File: src/rtl/fetch_pkg.sv
// -----------------------------------------------------------------------------
// fetch_pkg
// Shared definitions for the instruction fetch stage: FSM state encoding,
// datapath widths and the default reset PC.
// -----------------------------------------------------------------------------
package fetch_pkg;

  localparam int PC_W    = 32;
  localparam int INSTR_W = 32;
  // Wide enough for any MAX_WAIT in 1..255.
  localparam int WAIT_W  = 8;

  localparam logic [PC_W-1:0] RESET_PC_DEFAULT = 32'h0000_0000;

  typedef enum logic [1:0] {
    ST_IDLE  = 2'd0,
    ST_FETCH = 2'd1,
    ST_EXEC  = 2'd2,
    ST_ERR   = 2'd3
  } state_t;

endpackage

File: src/rtl/fetch_if.sv
// -----------------------------------------------------------------------------
// fetch_if
// Instruction memory request/acknowledge bus.
//   imem_req   : fetch stage requests an instruction
//   imem_addr  : fetch address (current PC)
//   imem_ack   : memory accepted the request, imem_rdata valid this cycle
//   imem_rdata : instruction word
// master = fetch stage, slave = instruction memory.
// -----------------------------------------------------------------------------
interface fetch_if;
  import fetch_pkg::*;

  logic               imem_req;
  logic [PC_W-1:0]    imem_addr;
  logic               imem_ack;
  logic [INSTR_W-1:0] imem_rdata;

  modport master (
    output imem_req, imem_addr,
    input  imem_ack, imem_rdata
  );

  modport slave (
    input  imem_req, imem_addr,
    output imem_ack, imem_rdata
  );

endinterface

File: src/rtl/next_pc_calc.sv
// -----------------------------------------------------------------------------
// next_pc_calc
// Purely combinational next-PC selection.
//   pc        in  current program counter
//   target    in  instr[25:0] (jump index; low 16 bits are the branch offset)
//   jump      in  jump resolved taken (highest priority)
//   branch    in  instruction is a branch
//   zero      in  ALU zero flag
//   pc_plus4  out pc + 4 (mod 2^32)
//   next_pc   out selected next PC
// -----------------------------------------------------------------------------
module next_pc_calc
  import fetch_pkg::*;
(
  input  logic [PC_W-1:0] pc,
  input  logic [25:0]     target,
  input  logic            jump,
  input  logic            branch,
  input  logic            zero,
  output logic [PC_W-1:0] pc_plus4,
  output logic [PC_W-1:0] next_pc
);

  logic [PC_W-1:0] br_offset;
  logic [PC_W-1:0] br_target;
  logic [PC_W-1:0] jmp_target;

  assign pc_plus4   = pc + PC_W'(4);
  // Sign-extended word offset, already scaled by 4.
  assign br_offset  = {{(PC_W-18){target[15]}}, target[15:0], 2'b00};
  assign br_target  = pc_plus4 + br_offset;
  // Jump stays inside the current 256 MB region of pc_plus4.
  assign jmp_target = {pc_plus4[PC_W-1:PC_W-4], target, 2'b00};

  always_comb begin
    next_pc = pc_plus4;
    if (jump) begin
      next_pc = jmp_target;
    end else if (branch && zero) begin
      next_pc = br_target;
    end
  end

endmodule

File: src/rtl/fetch_unit.sv
// -----------------------------------------------------------------------------
// fetch_unit
// Instruction fetch stage: holds the PC, fetches over the imem bus, holds the
// instruction for execution and loads the resolved next PC on exec_done.
// A fetch that sees MAX_WAIT consecutive cycles without ack parks the block
// in ERR with a sticky fetch_err; only reset_n leaves ERR.
//
// Ports:
//   clk, reset_n          clock, asynchronous active-low reset
//   halt                  stay in IDLE instead of starting a new fetch
//   bus (fetch_if.master) imem_req / imem_addr / imem_ack / imem_rdata
//   instr, op             latched instruction and its opcode field
//   instr_valid           instr is held for execution
//   exec_done             datapath finished; jump/branch/zero valid
//   jump, branch, zero    resolution inputs
//   pc_plus4              PC + 4 (link value)
//   fetch_err             sticky fetch timeout flag
//
// Optional build macro FETCH_PERF_CNT_EN adds saturating counters:
//   instr_count           executed instructions (exec_done accepted)
//   wait_count            FETCH cycles without ack
// -----------------------------------------------------------------------------
module fetch_unit
  import fetch_pkg::*;
#(
  parameter logic [PC_W-1:0] RESET_PC = RESET_PC_DEFAULT,
  parameter int              MAX_WAIT = 15
) (
  input  logic               clk,
  input  logic               reset_n,
  input  logic               halt,
  fetch_if.master            bus,
  output logic [INSTR_W-1:0] instr,
  output logic [5:0]         op,
  output logic               instr_valid,
  input  logic               exec_done,
  input  logic               jump,
  input  logic               branch,
  input  logic               zero,
  output logic [PC_W-1:0]    pc_plus4,
  output logic               fetch_err
`ifdef FETCH_PERF_CNT_EN
  ,
  output logic [31:0]        instr_count,
  output logic [31:0]        wait_count
`endif
);

  localparam logic [WAIT_W-1:0] WAIT_LAST = WAIT_W'(MAX_WAIT - 1);

  state_t            state;
  state_t            state_nxt;
  logic [PC_W-1:0]   pc;
  logic [PC_W-1:0]   next_pc;
  logic [WAIT_W-1:0] wait_cnt;
  logic              fetch_hit;
  logic              fetch_miss;
  logic              timeout;
  logic              exec_accept;

  assign fetch_hit   = (state == ST_FETCH) && bus.imem_ack;
  assign fetch_miss  = (state == ST_FETCH) && !bus.imem_ack;
  // This miss is the MAX_WAIT-th consecutive one.
  assign timeout     = fetch_miss && (wait_cnt == WAIT_LAST);
  assign exec_accept = (state == ST_EXEC) && exec_done;

  next_pc_calc u_next_pc (
    .pc       (pc),
    .target   (instr[25:0]),
    .jump     (jump),
    .branch   (branch),
    .zero     (zero),
    .pc_plus4 (pc_plus4),
    .next_pc  (next_pc)
  );

  // State register.
  always_ff @(posedge clk or negedge reset_n) begin
    if (!reset_n) begin
      state <= ST_IDLE;
    end else begin
      // NOTE: registered state uses non-blocking assignments so every flop
      // samples values from before the edge, independent of block order.
      state <= state_nxt;
    end
  end

  // Next-state logic.
  always_comb begin
    // NOTE: default first; any path that skipped an assignment would
    // otherwise infer a latch.
    state_nxt = state;
    unique case (state)
      ST_IDLE:  if (!halt) state_nxt = ST_FETCH;
      ST_FETCH: begin
        if (bus.imem_ack) begin
          state_nxt = ST_EXEC;
        end else if (timeout) begin
          state_nxt = ST_ERR;
        end
      end
      ST_EXEC:  if (exec_done) state_nxt = halt ? ST_IDLE : ST_FETCH;
      ST_ERR:   state_nxt = ST_ERR;
      default:  state_nxt = ST_IDLE;
    endcase
  end

  // Moore outputs.
  always_comb begin
    bus.imem_req = (state == ST_FETCH);
    instr_valid  = (state == ST_EXEC);
  end

  assign bus.imem_addr = pc;
  assign op            = instr[31:26];

  // PC, instruction latch, wait counter and sticky error. Nothing changes in
  // ERR because none of the enables can be true there.
  always_ff @(posedge clk or negedge reset_n) begin
    if (!reset_n) begin
      pc        <= RESET_PC;
      instr     <= '0;
      wait_cnt  <= '0;
      fetch_err <= 1'b0;
    end else begin
      if (fetch_hit)  instr     <= bus.imem_rdata;
      if (fetch_miss) wait_cnt  <= wait_cnt + WAIT_W'(1);
      if (timeout)    fetch_err <= 1'b1;
      if (exec_accept) begin
        pc       <= next_pc;
        wait_cnt <= '0;
      end
    end
  end

`ifdef FETCH_PERF_CNT_EN
  always_ff @(posedge clk or negedge reset_n) begin
    if (!reset_n) begin
      instr_count <= '0;
      wait_count  <= '0;
    end else begin
      if (exec_accept && (instr_count != '1)) instr_count <= instr_count + 32'd1;
      if (fetch_miss && (wait_count != '1))   wait_count  <= wait_count + 32'd1;
    end
  end
`endif

endmodule
File: src/flat_wrapper.sv
// flat-port wrapper written by rule: the top's interface ports become plain ports
module fetch_unit_flat import fetch_pkg::*;
#(
  parameter logic [PC_W-1:0] RESET_PC = RESET_PC_DEFAULT,
  parameter int              MAX_WAIT = 15
)
  (clk, reset_n, halt, instr, op, instr_valid, exec_done, jump, branch, zero, pc_plus4, fetch_err, bus_imem_req, bus_imem_addr, bus_imem_ack, bus_imem_rdata);
  fetch_if bus_i ();
  input  logic clk;
  input  logic reset_n;
  input  logic halt;
  output logic [INSTR_W-1:0] instr;
  output logic [5:0] op;
  output logic instr_valid;
  input  logic exec_done;
  input  logic jump;
  input  logic branch;
  input  logic zero;
  output logic [PC_W-1:0] pc_plus4;
  output logic fetch_err;
  output wire logic [$bits(bus_i.imem_req)-1:0] bus_imem_req;
  output wire logic [$bits(bus_i.imem_addr)-1:0] bus_imem_addr;
  input wire logic [$bits(bus_i.imem_ack)-1:0] bus_imem_ack;
  input wire logic [$bits(bus_i.imem_rdata)-1:0] bus_imem_rdata;
  assign bus_imem_req = bus_i.imem_req;
  assign bus_imem_addr = bus_i.imem_addr;
  assign bus_i.imem_ack = bus_imem_ack;
  assign bus_i.imem_rdata = bus_imem_rdata;
  fetch_unit #(.RESET_PC(RESET_PC), .MAX_WAIT(MAX_WAIT)) u_core (.clk(clk), .reset_n(reset_n), .halt(halt), .bus(bus_i), .instr(instr), .op(op), .instr_valid(instr_valid), .exec_done(exec_done), .jump(jump), .branch(branch), .zero(zero), .pc_plus4(pc_plus4), .fetch_err(fetch_err));
endmodule
File: config.mk
export PLATFORM = sky130hd
export DESIGN_NAME = fetch_unit_flat
export DESIGN_NICKNAME = d
export VERILOG_FILES = /design/src/rtl/fetch_pkg.sv /design/src/rtl/fetch_if.sv /design/src/rtl/next_pc_calc.sv /design/src/rtl/fetch_unit.sv /design/src/flat_wrapper.sv
export SDC_FILE = /design/constraint.sdc
export NUM_CORES = 1
export LEC_CHECK = 0
export ABC_AREA = 1
export CORE_MARGIN = 2
export CORE_UTILIZATION = 26
export DETAILED_ROUTE_END_ITERATION = 7
export PLACE_DENSITY = 0.53
export RECOVER_POWER = 25
export SYNTH_ARGS = -nofsm -noshare
export SYNTH_HDL_FRONTEND = slang
export SYNTH_HIERARCHICAL = 1
export SYNTH_SLANG_ARGS = --single-unit
File: constraint.sdc
create_clock -name clk -period 3.35 [get_ports clk]
set_input_delay 0.5025 -clock clk [delete_from_list [all_inputs] [get_ports clk]]
set_output_delay 0.5025 -clock clk [all_outputs]
set_load 0.05 [all_outputs]
# Word level (Yosys, flattened, before mapping)

Index checks and enable logic that the tools add are counted.

Register bits after elaboration: 75
Logic and storage cells: 34

Add/subtract/negate cells: 3
Equality and inequality tests: 7
Mux-type cells: 10
Reductions and logical operators: 9

Operators with widths:

| kind                                           | number |
|---|---|
| two-way mux 32 bit                             | 2 |
| adder 32 x 3 -> 32 bit (second input constant) | 1 |
| adder 32 bit                                   | 1 |
| two-way mux 8 bit                              | 2 |
| adder 8 x 1 -> 8 bit (second input constant)   | 1 |
| == test 8 x 4 -> 1 bit (second input constant) | 1 |
| two-way mux 2 bit                              | 4 |
| case mux 2 bit (4 select lines)                | 1 |
| logical AND 1 bit                              | 5 |
| == test 2 bit (second input constant)          | 2 |
| != test 3 x 1 -> 1 bit (second input constant) | 1 |
| AND reduction 3 bit                            | 1 |
| == test 2 x 1 -> 1 bit (second input constant) | 1 |
| zero test 2 bit                                | 1 |
| != test 2 x 1 -> 1 bit (second input constant) | 1 |
| != test 2 bit (second input constant)          | 1 |
| nonzero test 2 bit                             | 1 |
| zero test 1 bit                                | 1 |
| two-way mux 1 bit                              | 1 |

# Longest topological paths before layout

Word-level depth: 6
Mapped depth: 25
Mapped depth without buffers: 25

# Modules after synthesis

Netlist, hierarchy kept.

Modules (own cells, without submodules):

| module       | instances | cells each | area each (um2) |
|---|---|---|---|
| next_pc_calc | 1         | 718        | 3627.2 |
| fetch_unit   | 1         | 368        | 3129.3 |

# Least setup slack after synthesis

No wires, ideal clock.

Kind: flip-flop to flip-flop
From: register u_core.pc[2] (netlist: u_core/bus.imem_addr[2])
To: register u_core.pc[29] (netlist: u_core/bus.imem_addr[29])
Setup time: 0.118 ns
Data arrival time: 3.762 ns
Data required time: 3.232 ns
Path slack: -0.531 ns
Cell stages (with the launch flop): 19
Period minus slack after synthesis: 3.881 ns
Path through: dfrtp_1 -> inv_1 -> nor2_2 -> nand2_1 -> nor2_1 -> xor2_1 -> ha_1 -> nand2_1 -> inv_1 -> nand2_1 -> o21ai_0 -> a21oi_1 -> nand2_1 -> nand2_1 -> nand3_1 -> nand2_1 -> inv_1 -> nand2_1 -> nand2_1

Word-level cells in the longest chain between the ends: 4

Ends and longest elaborated chain:

| item                         | line               | text |
|---|---|---|
| from (decl)                  | fetch_unit.sv:53   | `logic [PC_W-1:0] pc;` |
| from (signal assigned)       | fetch_unit.sv:130  | `pc <= next_pc;` |
| adder 32 x 3 -> 32 bit       | next_pc_calc.sv:28 | `assign pc_plus4 = pc + PC_W'(4);` |
| named net pc_plus4[2]        | flat_wrapper.sv:19 | `output logic [PC_W-1:0] pc_plus4;` |
| adder 32 bit                 | next_pc_calc.sv:31 | `assign br_target = pc_plus4 + br_offset;` |
| two-way mux 32 bit           | next_pc_calc.sv:39 | `end else if (branch && zero) begin` |
| two-way mux 32 bit           | next_pc_calc.sv:37 | `if (jump) begin` |
| named net u_core.next_pc[29] | fetch_unit.sv:54   | `logic [PC_W-1:0] next_pc;` |

The timed path passes the listed nets, and every way through them passes these cells.
A chain may end at the register's enable or synchronous reset.

# Worst setup path after layout

From: register u_core.pc[12] (netlist: u_core/bus.imem_addr[12])
To: output port pc_plus4[30]

Word-level cells in the longest chain between the ends: 1

Ends and longest elaborated chain:

| item                   | line |
|---|---|
| adder 32 x 3 -> 32 bit | next_pc_calc.sv:28 |
| to (decl)              | flat_wrapper.sv:19 |

No other way between the ends.

==> impl_results.md <==
- DP HPWL: 20800 um
- WL/cell: 16.3 um
- Max Cap Viol: 0
- Drt first pass iters: 7
- R2r setup slk: 0.16 ns
- Min-Delay Path Class: input pin to asynchronous set/reset pin
- Die ar.: 27300 sq um
- Routed vias/inst: 4.68
- Root Driver: clkbuf_16
- Layout area overhead: 37.9%
- Fin. Hold Viols: 0
- Hold Buf Count CTS: 0
- Syn Inst Count: 1086
- Syn Nets: 1165
- Fin. max-slew vios: 0
- Top cells by area, synth: dfrtp_1, nand2_1, inv_1
- Critical path type: register to output pin
- Setup-failing EPs final: 0
- NumNets Final: 1334
- Netlist cell types: 42
- Port bufs: 144
- Final critical-path required period: 3.21 ns
- Routability cong.: 0.913
- Worst path arrival time: 2.71 ns
- Cell area power density: 1070 nW/um^2
- Die X: 165 um
- Vias in the first global route: 7224
- Starting DRC count in detailed routing: 485
- Die Height: 165 um
- CTS tree: yes
- Clock-pin slew on the worst setup and hold paths: 0.06 ns
- Capturing element type of the critical path: output pin
- Largest net degree at the start of global routing: 51
- VDD IR-drop max: 0.000463 V
- Drt drc: 0
- ANT cells: 0
- Critical Path Source Type: register
- LEAKAGE: 0.00476 uW
- Share of layout cells above drive strength 1: 12.0%
- Worst setup margin: 0.137 ns
- Max clock buf depth: 2
- Post-Syn Area: 6760 sq um
- Post-route ant nets: 0
- Mean Syn Cell Area: 6.22 sq um
- Tcrit/Tclk final: 95.9%
- Pre-CTS setup slack: -0.0169 ns
- Req. time, crit path: 2.85 ns
- Overall Power: 9990 uW
- CTS Buf Count: 9
- Slew @ Worst Pin: 1.30 ns
- Initial Util: 26.2%
- Rows: 59
- Top-area cell type share of the netlist area: 27.8%
- Gr usage total: 19.2%
- Yosys reg bits: 75
- Worst-Skew Late Latency: 0.34 ns
- Antenna violations before repair: 0
- RSZ-0062 raised after global routing: true
- Global-route wire length before repair: 39900 um
- Ys Warns: 6
- FMAX: 311 MHz
- Cell taking the most area after synthesis: dfrtp_1
- GR Overflow Total: 0
- Outcome: finished, final reports clean
- Worst rel slew slack: 13.6%
- I/O pin total: 145
- Max FO, Critical Path: 5
- Htree depth: 3
- Vias post-DR: 7462
- Core footprint: 25800 sq um
- Worst Clk Skew: 0.00923 ns
- Sequential fraction of the synthesis area: 27.8%
- CTS sink cnt: 75
- Total Wirelength: 26000 um
==> synth_stat cells, drive strengths merged <==
cell	count
nor2	94
o22ai	6
a21oi	48
or2	6
o221ai	2
buf	21
fa	1
nand2	442
inv	146
and3	1
o211ai	2
nor3b	2
nor3	16
clkinv	1
ha	38
o21ai	27
nand3	91
nand3b	1
nand4	14
a31oi	3
dfrtp	75
xor2	22
a21o	3
and2	2
xnor2	5
clkbuf	10
o21bai	7
==> worst max-delay path, stage by stage (launching register included) <==
cell             delay (ns)
dfrtp_2                0.46
nand2_1                0.12
nor2_1                 0.21
nand2_1                0.14
nor3_4                 0.19
buf_4                  0.17
a21o_1                 0.11
nand2_1                0.05
inv_1                  0.11
clkdlybuf4s50_1        0.82
==> through the flow <==
step	cells	hold WS [ns]	instance area (sq um)	utilization, %	TNS [ns]
after floorplan	1086	0.207	6830	-	-0.0185
after global placement	1575	0.460	8790	34.1	0
after detailed placement	1575	0.465	8790	34.1	-0.0169
after CTS	1591	0.224	9090	35.3	0
after global routing	1595	0.533	9320	36.2	-0.124
final	1595	0.436	9320	36.2	0
==> logic make-up (layout without fill, tap and decap cells) <==
family          Yosys count  after routing  synth area share, %
flops                    75             75                 27.8
simple gates            669            669                 42.2
buf+inv                 178            352                 10.8
xor+xnor                 27             27                 3.83
fa+ha+maj                39             39                 7.33
compound gates           98             98                 7.98
==> layer usage <==
layer	vias to the layer above	global-route usage (%)	share of wire (%)
met5	-	0	0
met4	0	5.14	1.6
met3	27	2.80	5.2
met2	214	32.2	48
met1	3489	25.7	46
li1	3732	-	-
==> layout make-up <==
| class | count | area, sq um |
|---|---|---|
| clock buffer | 11 | 243 |
| clock inverter | 5 | 52.6 |
| fill | 2812 | 16400 |
| inverter | 147 | 556 |
| multi-input combinational | 833 | 4400 |
| sequential | 75 | 1890 |
| tap | 335 | 419 |
| timing repair buffer | 189 | 1750 |
==> state kept, by name, summed over array words and instances, names as in the netlist <==
register and flops:
u_core/bus.imem_addr 32, u_core/fetch_err 1, u_core/instr 32, u_core/state 2, u_core/wait_cnt 8
==> path summary, 6_finish.rpt <==
path | startpoint | to | cells past startpoint
hold / removal | reset_n | u_core/instr[21] | 1
setup reg to reg | u_core/bus.imem_addr[12] | u_core/bus.imem_addr[24] | 19
hold reg to reg | u_core/fetch_err | u_core/fetch_err | 1
setup / recovery | u_core/bus.imem_addr[12] | pc_plus4[30] | 9
min in group clk | u_core/fetch_err | u_core/fetch_err | 1
max in group asynchronous | reset_n | u_core/instr[25] | 2
==> where the power goes <==
| part | internal [uW] | total (uW) | switching [uW] |
|---|---|---|---|
| logic | 2350 | 7110 | 4760 |
| registers | 1270 | 1890 | 617 |
| clock network | 594 | 990 | 396 |
| total | 4210 | 9990 | 5770 |
==> timing repair <==
| item | CTS | global route |
|---|---|---|
| setup buffers | 0 | 4 |
| cloned | 0 | 0 |
| endpoints found under the hold margin | 0 | 0 |
| pin swaps | 0 | 7 |
| setup endpoints to repair | 1 | 24 |
| resized for setup | 1 | 50 |
==> placed cells by master (no fill, tap or decap), types with 4 or more instances in the layout <==
| cell type | synthesis | routed |
|---|---|---|
| a21oi_1 | 48 | 45 |
| buf_4 | 11 | 50 |
| clkbuf_16 | 0 | 9 |
| clkdlybuf4s50_1 | 0 | 134 |
| dfrtp_1 | 75 | 67 |
| dfrtp_2 | 0 | 8 |
| ha_1 | 38 | 30 |
| ha_2 | 0 | 5 |
| inv_1 | 142 | 140 |
| inv_2 | 4 | 5 |
| nand2_1 | 432 | 428 |
| nand2_2 | 8 | 12 |
| nand3_1 | 89 | 88 |
| nand4_1 | 14 | 14 |
| nor2_1 | 83 | 77 |
| nor2_2 | 4 | 8 |
| nor2_4 | 6 | 8 |
| nor3_1 | 13 | 11 |
| o21ai_0 | 26 | 23 |
| o21ai_1 | 1 | 4 |
| o21bai_1 | 7 | 7 |
| o22ai_1 | 6 | 6 |
| or2_2 | 6 | 6 |
| xor2_1 | 21 | 11 |
| xor2_2 | 1 | 8 |
Power figures use the tool's default switching activity.
